File: src/rtl/lc3_pkg.sv
// Shared LC-3 fetch definitions: word width, reset PC, fetch FSM states
// and the PC increment helper.
package lc3_pkg;

    localparam int WORD_W = 16;

    localparam logic [WORD_W-1:0] LC3_PC_RESET = 16'h0000;

    typedef enum logic [1:0] {
        S_IDLE  = 2'd0,
        S_REQ   = 2'd1,
        S_DRAIN = 2'd2,
        S_HOLD  = 2'd3
    } fetch_state_t;

    // Sequential PC step. The 16-bit result wraps from 16'hFFFF to 16'h0000.
    function automatic logic [WORD_W-1:0] pc_inc(input logic [WORD_W-1:0] pc);
        return pc + 16'd1;
    endfunction

endpackage

File: src/rtl/lc3_fetch_if.sv
// Fetch-stage bus: instruction memory read handshake plus the IR
// valid/ack handshake towards decode.
interface lc3_fetch_if;

    logic                         Mem_Req;
    logic [lc3_pkg::WORD_W-1:0]   Mem_Addr;
    logic                         Mem_Rdy;
    logic [lc3_pkg::WORD_W-1:0]   Mem_Data;
    logic [lc3_pkg::WORD_W-1:0]   IR;
    logic                         IR_Valid;
    logic                         IR_Ack;

    // Fetch stage side.
    modport master (
        output Mem_Req,
        output Mem_Addr,
        input  Mem_Rdy,
        input  Mem_Data,
        output IR,
        output IR_Valid,
        input  IR_Ack
    );

    // Memory / decode side.
    modport slave (
        input  Mem_Req,
        input  Mem_Addr,
        output Mem_Rdy,
        output Mem_Data,
        input  IR,
        input  IR_Valid,
        output IR_Ack
    );

endinterface

File: src/rtl/lc3_fetch_reg_16.sv
// 16-bit register with load enable and synchronous active-low reset.
// Used for the PC, MAR and IR of the fetch stage.
module reg_16 #(
    parameter logic [15:0] RST_VAL = 16'h0000
) (
    input  logic        clk,
    input  logic        rst_n,
    input  logic        ld,
    input  logic [15:0] d,
    output logic [15:0] q
);

    // Reset wins over load; otherwise hold unless loaded.
    always_ff @(posedge clk) begin
        if (!rst_n) begin
            q <= RST_VAL;
        end else if (ld) begin
            q <= d;
        end
    end

endmodule

File: src/rtl/lc3_fetch.sv
// LC-3 instruction fetch stage. Keeps PC and MAR, issues reads to
// instruction memory, captures the returned word into IR and hands it
// to decode. A redirect replaces the PC; a redirect that arrives while a
// read is outstanding lets that read finish and throws its data away.
module lc3_fetch
    import lc3_pkg::*;
#(
    parameter logic [WORD_W-1:0] PC_RESET = LC3_PC_RESET
) (
    input  logic               Clk,
    input  logic               Reset,
    input  logic               Run,
    input  logic               Redirect,
    input  logic [WORD_W-1:0]  Redirect_PC,
    output logic [WORD_W-1:0]  PC,
    lc3_fetch_if.master        bus
);

    localparam logic [1:0] ST_IDLE  = S_IDLE;
    localparam logic [1:0] ST_REQ   = S_REQ;
    localparam logic [1:0] ST_DRAIN = S_DRAIN;
    localparam logic [1:0] ST_HOLD  = S_HOLD;

    logic [1:0]        state_q;
    logic [1:0]        state_d;

    logic [WORD_W-1:0] pc_q;
    logic [WORD_W-1:0] pc_d;
    logic              pc_ld;

    logic [WORD_W-1:0] mar_q;
    logic [WORD_W-1:0] mar_d;
    logic              mar_ld;

    logic [WORD_W-1:0] ir_q;
    logic [WORD_W-1:0] ir_d;
    logic              ir_ld;

    reg_16 #(.RST_VAL(PC_RESET)) u_pc (
        .clk   (Clk),
        .rst_n (Reset),
        .ld    (pc_ld),
        .d     (pc_d),
        .q     (pc_q)
    );

    reg_16 #(.RST_VAL(16'h0000)) u_mar (
        .clk   (Clk),
        .rst_n (Reset),
        .ld    (mar_ld),
        .d     (mar_d),
        .q     (mar_q)
    );

    reg_16 #(.RST_VAL(16'h0000)) u_ir (
        .clk   (Clk),
        .rst_n (Reset),
        .ld    (ir_ld),
        .d     (ir_d),
        .q     (ir_q)
    );

    // Next-state, PC/MAR/IR load decisions for the fetch handshake.
    always_comb begin
        state_d = state_q;
        pc_d    = pc_q;
        pc_ld   = 1'b0;
        mar_d   = mar_q;
        mar_ld  = 1'b0;
        ir_d    = bus.Mem_Data;
        ir_ld   = 1'b0;

        case (state_q)
            ST_IDLE: begin
                if (Redirect) begin
                    pc_d  = Redirect_PC;
                    pc_ld = 1'b1;
                end
                if (Run) begin
                    // A same-cycle redirect must already steer the first read.
                    mar_d   = Redirect ? Redirect_PC : pc_q;
                    mar_ld  = 1'b1;
                    state_d = ST_REQ;
                end
            end

            ST_REQ: begin
                if (Redirect) begin
                    pc_d  = Redirect_PC;
                    pc_ld = 1'b1;
                    if (bus.Mem_Rdy) begin
                        // Read just completed: drop it and start at the target.
                        mar_d  = Redirect_PC;
                        mar_ld = 1'b1;
                    end else begin
                        // Keep MAR so the outstanding request stays stable.
                        state_d = ST_DRAIN;
                    end
                end else if (bus.Mem_Rdy) begin
                    ir_ld   = 1'b1;
                    pc_d    = pc_inc(pc_q);
                    pc_ld   = 1'b1;
                    state_d = ST_HOLD;
                end
            end

            ST_DRAIN: begin
                if (Redirect) begin
                    pc_d  = Redirect_PC;
                    pc_ld = 1'b1;
                end
                if (bus.Mem_Rdy) begin
                    // Squashed read finished; refetch from the latest target.
                    mar_d   = Redirect ? Redirect_PC : pc_q;
                    mar_ld  = 1'b1;
                    state_d = ST_REQ;
                end
            end

            ST_HOLD: begin
                if (Redirect) begin
                    pc_d    = Redirect_PC;
                    pc_ld   = 1'b1;
                    mar_d   = Redirect_PC;
                    mar_ld  = 1'b1;
                    state_d = Run ? ST_REQ : ST_IDLE;
                end else if (bus.IR_Ack) begin
                    mar_d   = pc_q;
                    mar_ld  = 1'b1;
                    state_d = Run ? ST_REQ : ST_IDLE;
                end
            end

            default: begin
                state_d = ST_IDLE;
            end
        endcase
    end

    // FSM state register; reset abandons any outstanding request.
    always_ff @(posedge Clk) begin
        if (!Reset) begin
            state_q <= ST_IDLE;
        end else begin
            state_q <= state_d;
        end
    end

    // Moore outputs decoded straight from the state register.
    always_comb begin
        bus.Mem_Req  = (state_q == ST_REQ) || (state_q == ST_DRAIN);
        bus.IR_Valid = (state_q == ST_HOLD);
        bus.Mem_Addr = mar_q;
        bus.IR       = ir_q;
        PC           = pc_q;
    end

endmodule
File: src/flat_wrapper.sv
// flat-port wrapper written by rule: the top's interface ports become plain ports
module lc3_fetch_flat import lc3_pkg::*;
#(
    parameter logic [WORD_W-1:0] PC_RESET = LC3_PC_RESET
)
  (Clk, Reset, Run, Redirect, Redirect_PC, PC, bus_Mem_Req, bus_Mem_Addr, bus_Mem_Rdy, bus_Mem_Data, bus_IR, bus_IR_Valid, bus_IR_Ack);
  lc3_fetch_if bus_i ();
  input  logic Clk;
  input  logic Reset;
  input  logic Run;
  input  logic Redirect;
  input  logic [WORD_W-1:0] Redirect_PC;
  output logic [WORD_W-1:0] PC;
  output wire logic [$bits(bus_i.Mem_Req)-1:0] bus_Mem_Req;
  output wire logic [$bits(bus_i.Mem_Addr)-1:0] bus_Mem_Addr;
  input wire logic [$bits(bus_i.Mem_Rdy)-1:0] bus_Mem_Rdy;
  input wire logic [$bits(bus_i.Mem_Data)-1:0] bus_Mem_Data;
  output wire logic [$bits(bus_i.IR)-1:0] bus_IR;
  output wire logic [$bits(bus_i.IR_Valid)-1:0] bus_IR_Valid;
  input wire logic [$bits(bus_i.IR_Ack)-1:0] bus_IR_Ack;
  assign bus_Mem_Req = bus_i.Mem_Req;
  assign bus_Mem_Addr = bus_i.Mem_Addr;
  assign bus_i.Mem_Rdy = bus_Mem_Rdy;
  assign bus_i.Mem_Data = bus_Mem_Data;
  assign bus_IR = bus_i.IR;
  assign bus_IR_Valid = bus_i.IR_Valid;
  assign bus_i.IR_Ack = bus_IR_Ack;
  lc3_fetch #(.PC_RESET(PC_RESET)) u_core (.Clk(Clk), .Reset(Reset), .Run(Run), .Redirect(Redirect), .Redirect_PC(Redirect_PC), .PC(PC), .bus(bus_i));
endmodule
File: config.mk
export PLATFORM = sky130hd
export DESIGN_NAME = lc3_fetch_flat
export DESIGN_NICKNAME = d
export VERILOG_FILES = /design/src/rtl/lc3_pkg.sv /design/src/rtl/lc3_fetch_if.sv /design/src/rtl/lc3_fetch_reg_16.sv /design/src/rtl/lc3_fetch.sv /design/src/flat_wrapper.sv
export SDC_FILE = /design/constraint.sdc
export NUM_CORES = 1
export LEC_CHECK = 0
export ABC_CLOCK_PERIOD_IN_PS = 2200
export CAP_MARGIN = 20
export CORE_AREA = 2 2 90 70
export CTS_BUF_LIST = sky130_fd_sc_hd__clkbuf_16
export DETAILED_ROUTE_END_ITERATION = 8
export DIE_AREA = 0 0 92 72
export MAX_ROUTING_LAYER = met4
export PLACE_DENSITY_LB_ADDON = 0.08
export SETUP_SLACK_MARGIN = 0.5
export SYNTH_ARGS = -nofsm -noshare
export SYNTH_HDL_FRONTEND = slang
export SYNTH_SLANG_ARGS = --single-unit
File: constraint.sdc
create_clock -name Clk -period 2.2 [get_ports Clk]
set_input_delay 0.33 -clock Clk [delete_from_list [all_inputs] [get_ports Clk]]
set_output_delay 0.33 -clock Clk [all_outputs]
set_load 0.02 [all_outputs]
======== Word level (Yosys, flattened, before mapping) ========
Cells that the tools add are included.
cells by class
  add/subtract/negate cells ............... 1
  equal/unequal tests ..................... 10
  multiplexer cells ....................... 31
  reductions and logical operators ........ 6
operators with widths
  operator                                                                 number
  16-bit 2-to-1 mux                                                        9
  16-bit one-hot mux with 4 select lines                                   1
  16-bit one-hot mux with 2 select lines                                   1
  16-bit by 1-bit adder with 16-bit output, second input constant          1
  2-bit 2-to-1 mux                                                         7
  1-bit 2-to-1 mux                                                         10
  2-bit inequality test, second input constant                             4
  2-bit one-hot mux with 4 select lines                                    1
  3-bit inequality test, second input constant                             2
  6-bit AND reduction                                                      1
  5-bit AND reduction                                                      1
  2-bit == test, second input constant                                     2
  1-bit one-hot mux with 4 select lines                                    1
  3-bit by 2-bit inequality test with 1-bit output, second input constant  1
  3-bit OR reduction                                                       1
  2-bit by 1-bit == test with 1-bit output, second input constant          1
  2-bit logical NOT                                                        1
  1-bit one-hot mux with 2 select lines                                    1
  2-bit AND reduction                                                      1
  1-bit logical OR                                                         1
storage, ports and cells
  register bits ........................... 50
  input port bits ......................... 38
  output and inout port bits .............. 50

======== Depth between registers and ports, before layout ========
  word-level depth ........................ 4
  depth in mapped cells ................... 8
  gate-level depth less buffers ........... 6

======== Cells and area by module ========
Synthesis repeated with hierarchy kept, for this count alone.
unflattened totals
  cells, all modules ...................... 312
  area, all modules ....................... 3101.7 sq um
modules (own cells, without submodules)
  module     times used  cells an instance  area an instance (sq um)  seq. area each (sq um)
  reg_16     3           51                 615.6                     320.3
  lc3_fetch  1           159                1255.0                    40.0

======== Worst setup path before layout ========
OpenSTA, ideal clock, no wires.
  kind .................................... reg2reg
  start ................................... register u_core.state_q[0]
  end ..................................... register u_core.u_mar.q[10]
  arrival ................................. 1.876 ns
  path slack .............................. 0.253 ns
  cell stages (with the launch flop) ...... 8
  buffers on the path ..................... 1
  cells stage by stage .................... dfxtp_1 > inv_1 > ha_1 > nor2b_1 > a211o_1 > buf_2 > or4_1 > a21oi_1
between the ends
  word-level cells in the longest chain between the ends .. 3
ends and longest elaborated chain
  what                                                                 line                    source
  start, declared                                                      lc3_fetch.sv:24         logic [1:0] state_q;
  start signal, assigned                                               lc3_fetch.sv:145        state_q <= state_d;
  2-bit == test, or another cell as far along                          lc3_fetch.sv:73         case (state_q)
  1-bit one-hot mux with 4 select lines, or another cell as far along  lc3_fetch.sv:73
  6-bit AND reduction (no source line)                                 n/a
  end signal, assigned                                                 lc3_fetch_reg_16.sv:16  q <= RST_VAL;
  end signal, assigned                                                 lc3_fetch_reg_16.sv:18  q <= d;
  end, declared                                                        lc3_fetch_reg_16.sv:10  output logic [15:0] q
Several ways; a longest one is shown, not always the timed one.
A chain may end at the register's enable or synchronous reset.

======== Worst setup path in the final report ========
  start ................................... register u_core.state_q[0]
  end ..................................... register u_core.u_mar.q[9]
The elaborated chain is that of the path after synthesis.

==> summary.md <==
| Metric | Value |
|---|---|
| Status | complete, no violations |
| Area Growth Syn to Fin | 56.30% |
| Crit-path cells | inv_4 -> ha_4 -> nor2b_4 -> a211o_4 -> clkbuf_16 -> or4_1 -> a21oi_1 |
| Sink Count | 50 |
| Slew Viols, Final | 0 |
| Final Critical Period | 1.876 ns |
| Buf/Inv on CP | 2 |
| Number of port buffers | 87 |
| Initial antenna violation count | 0 |
| Chip Width | between 90 and 100 um |
| Filler cell count | 474 |
| Tightest Hold Check Type | flop to flop |
| Grt total ovfl | 0 |
| Max Root-Sink Buffers | 2 |
| Synth top area cells | dfxtp_1, a21oi_1, mux2i_1 |
| Inserted Diodes | 0 |
| DRT Wirelength | 7.724 mm |
| Area of placed instances | 0.003650 mm^2 |
| Register Area | 0.001016 mm^2 |
| Max IR drop VDD | 0.5665 mV |
| Residual DRC | 0 |
| Synth Net Count | roughly 350 |
| Share of cells above drive strength 1 | 17.08% |
| Clk Latency, worst-skew pair | 0.29 ns |
| Post-Synthesis Cells | 309 |
| Post-DP HPWL | 5.011 mm |
| Final Hold Viols | 0 |
| Unrepaired setup endpoints after global routing | yes |
| Vias | between 2,000 and 3,000 |
| Placed insts | 464 |
| Antenna Nets Post-Route | 0 |
| Max_slew headroom | about 70% |
| Utilization after layout | between 70% and 80% |
| CTS clock-pin slew for the worst setup and hold paths | approximately 0.070 ns |
| CP arrival | 2.10 ns |
| CTS buffer count | 5 |
| Synthesized flop and latch total | 50 |
| Final Non-Filler Cells | approximately 480 |
| Core ar. | 0.005705 mm^2 |
| GRT Util Overall | 22.63% |
| Vias in the first global route | ~2,300 |
| Yosys cell types | 39 |
| Worst endpoint required time | 2.42 ns |
| Area of the multi-input gates | roughly 0.0016 mm^2 |
| Tcrit/Tclk final | 85.29% |
| Ys flop type | dfxtp_1 |
| EDFF count, synth | 0 |
| # setup viols final | 0 |
| Largest stage delay on the critical path | 0.40 ns |
| Clock Skews | around 0.0035 ns |
| Die footprint | approximately 0.0066 mm^2 |
| Root buffer selected by CTS | clkbuf_16 |
| Seq/Total Area, Yosys | 38.76% |
| Startpoint Class | flop |
| Wire length of the first global-routing pass | 11.67 mm |
| Height of the die | 72 um |
| Num rows | 24 |
| Crit-path leading delay family | simple AND/OR/NAND/NOR gates |
| Worst-Margin Slew | roughly 0.45 ns |
| Top fanout value on the critical path | 8 |
| Slowest-stage cell, CP | dfxtp_4 |
| Power density over the cells | 859.9 mW/mm^2 |
| Syn Std Cell Area | 0.002582 mm^2 |
| Commonest non-fill, non-tap cells in the layout | clkdlybuf4s50_1, dfxtp_1, nand2_1, a21oi_1, mux2i_1 |
| Vias per cell | about 5.6 |
| Async SR Flop Fraction | 0% |
| Leak pwr | 1.539 nW |
| Fmax | 533.0 MHz |
| Initial Utilization | 45.26% |
| Place WS | 0.06426 ns |
| H-Tree Depth | 2 |
| Total power | between 3 and 4 mW |
| Setup_tns | 0 ns |
| DRT iter0 DRCs | 130 |
| Largest net degree at the start of global routing | 33 |
| Commonest non-fill, non-tap cell in the layout | clkdlybuf4s50_1 |
| Max cap viols | 0 |
| CP Capture Type | flop |
| Final net count | ~450 |
| WL per Instance | 16.02 um |
| Hold WS | 0.4562 ns |
| IO Pins | roughly 90 |
| Syn avg cell area | 8.358 um^2 |
| Synth top area share | about 39% |
| GP Congestion | between 0.8 and 0.9 |
| CTS tree | done |
| Crit path kind | flop to flop |
| Setup ws final | 0.3237 ns |
| Syn. warnings | 0 |
| Largest area contributor in the netlist | dfxtp_1 |
| Design area | 0.004036 mm^2 |
| Initial DRT Pass Iterations | 4 |
synth_stat cells, types with 2 or more instances:
cell type   n
dfxtp_1    50
a21oi_1    43
nand2_1    40
or4_1      20
mux2i_1    19
o31ai_1    17
o21ai_0    14
clkbuf_1   12
nor2_1     11
buf_2       8
nand3_1     8
nand4_1     8
ha_1        7
xor2_1      7
inv_1       6
xnor2_1     5
nor4_1      4
nor2b_1     3
a211oi_1    2
and3_1      2
and4_1      2
buf_1       2
nor3b_1     2
or3b_1      2
cell families (layout without fill, tap and decap cells):
group,after synthesis,count (layout),share of synthesized area [%]
and+or+nand+nor,106,106,22.00
AOI/OAI and AO/OA,84,84,19.09
DFF,50,50,38.76
buffers and inverters,31,126,5.329
muxes,19,19,7.364
xor gates and xnor gates,12,12,4.070
adders and majority gates,7,7,3.391
final cells by class:
cell class / count / share of cell area (%)
well taps: 78 / 2.418
multi-input cells: 228 / 39.37
clock buffers: 5 / 3.100
repair buffers: 112 / 28.83
clock inverters: 2 / 0.3410
inverters: 7 / 0.7750
flip-flops and latches: 50 / 25.17
worst reg2reg max path, stage by stage, from the launching register on:
cell and delay [ns]:
dfxtp_4 0.40, inv_4 0.06, ha_4 0.14, nor2b_4 0.13
a211o_4 0.36, clkbuf_16 0.17, or4_1 0.39, a21oi_1 0.15
path summary, 6_finish.rpt:
path	startpoint	to	slack, ns	depth (start not counted)
max	u_core.state_q[0]$_SDFFE_PN0P_	u_core.u_mar.q[9]$_SDFFE_PN0P_	0.32	7
min	u_core.u_ir.q[10]$_SDFFE_PN0P_	u_core.u_ir.q[10]$_SDFFE_PN0P_	0.46	2
max reg2reg	u_core.state_q[0]$_SDFFE_PN0P_	u_core.u_mar.q[9]$_SDFFE_PN0P_	0.32	7
min reg2reg	u_core.u_ir.q[10]$_SDFFE_PN0P_	u_core.u_ir.q[10]$_SDFFE_PN0P_	0.46	2
layer usage:
layer / vias to the layer above / wire (um) / track usage (%)
li1: 1323 / - / -
met1: 1255 / 3817 / 33.77
met5: - / 0 / -
met3: 12 / 462 / 3.842
met2: 95 / 3352 / 30.88
met4: 0 / 91 / 7.463
sequential cells by signal, indices dropped and copies added (netlist names):
signal / count
u_core.state_q: 2
u_core.u_mar.q: 16
u_core.u_ir.q: 16
u_core.u_pc.q: 16
power by group:
group | switching, mW | total, mW | internal (mW)
registers | 0.109 | 1.14 | 1.03
clock network | 0.345 | 0.763 | 0.418
logic | 0.797 | 1.57 | 0.773
total | 1.25 | 3.47 | 2.22
repair_timing:
action | 4_1_cts | 5_1_grt
cloned | 0 | 4
setup buffers | 2 | 5
setup endpoints to repair | 32 | 38
resized for setup | 15 | 32
hold buffers | 0 | 0
pin swaps | 1 | 5
No activity file was read; power rests on OpenSTA's default activity.
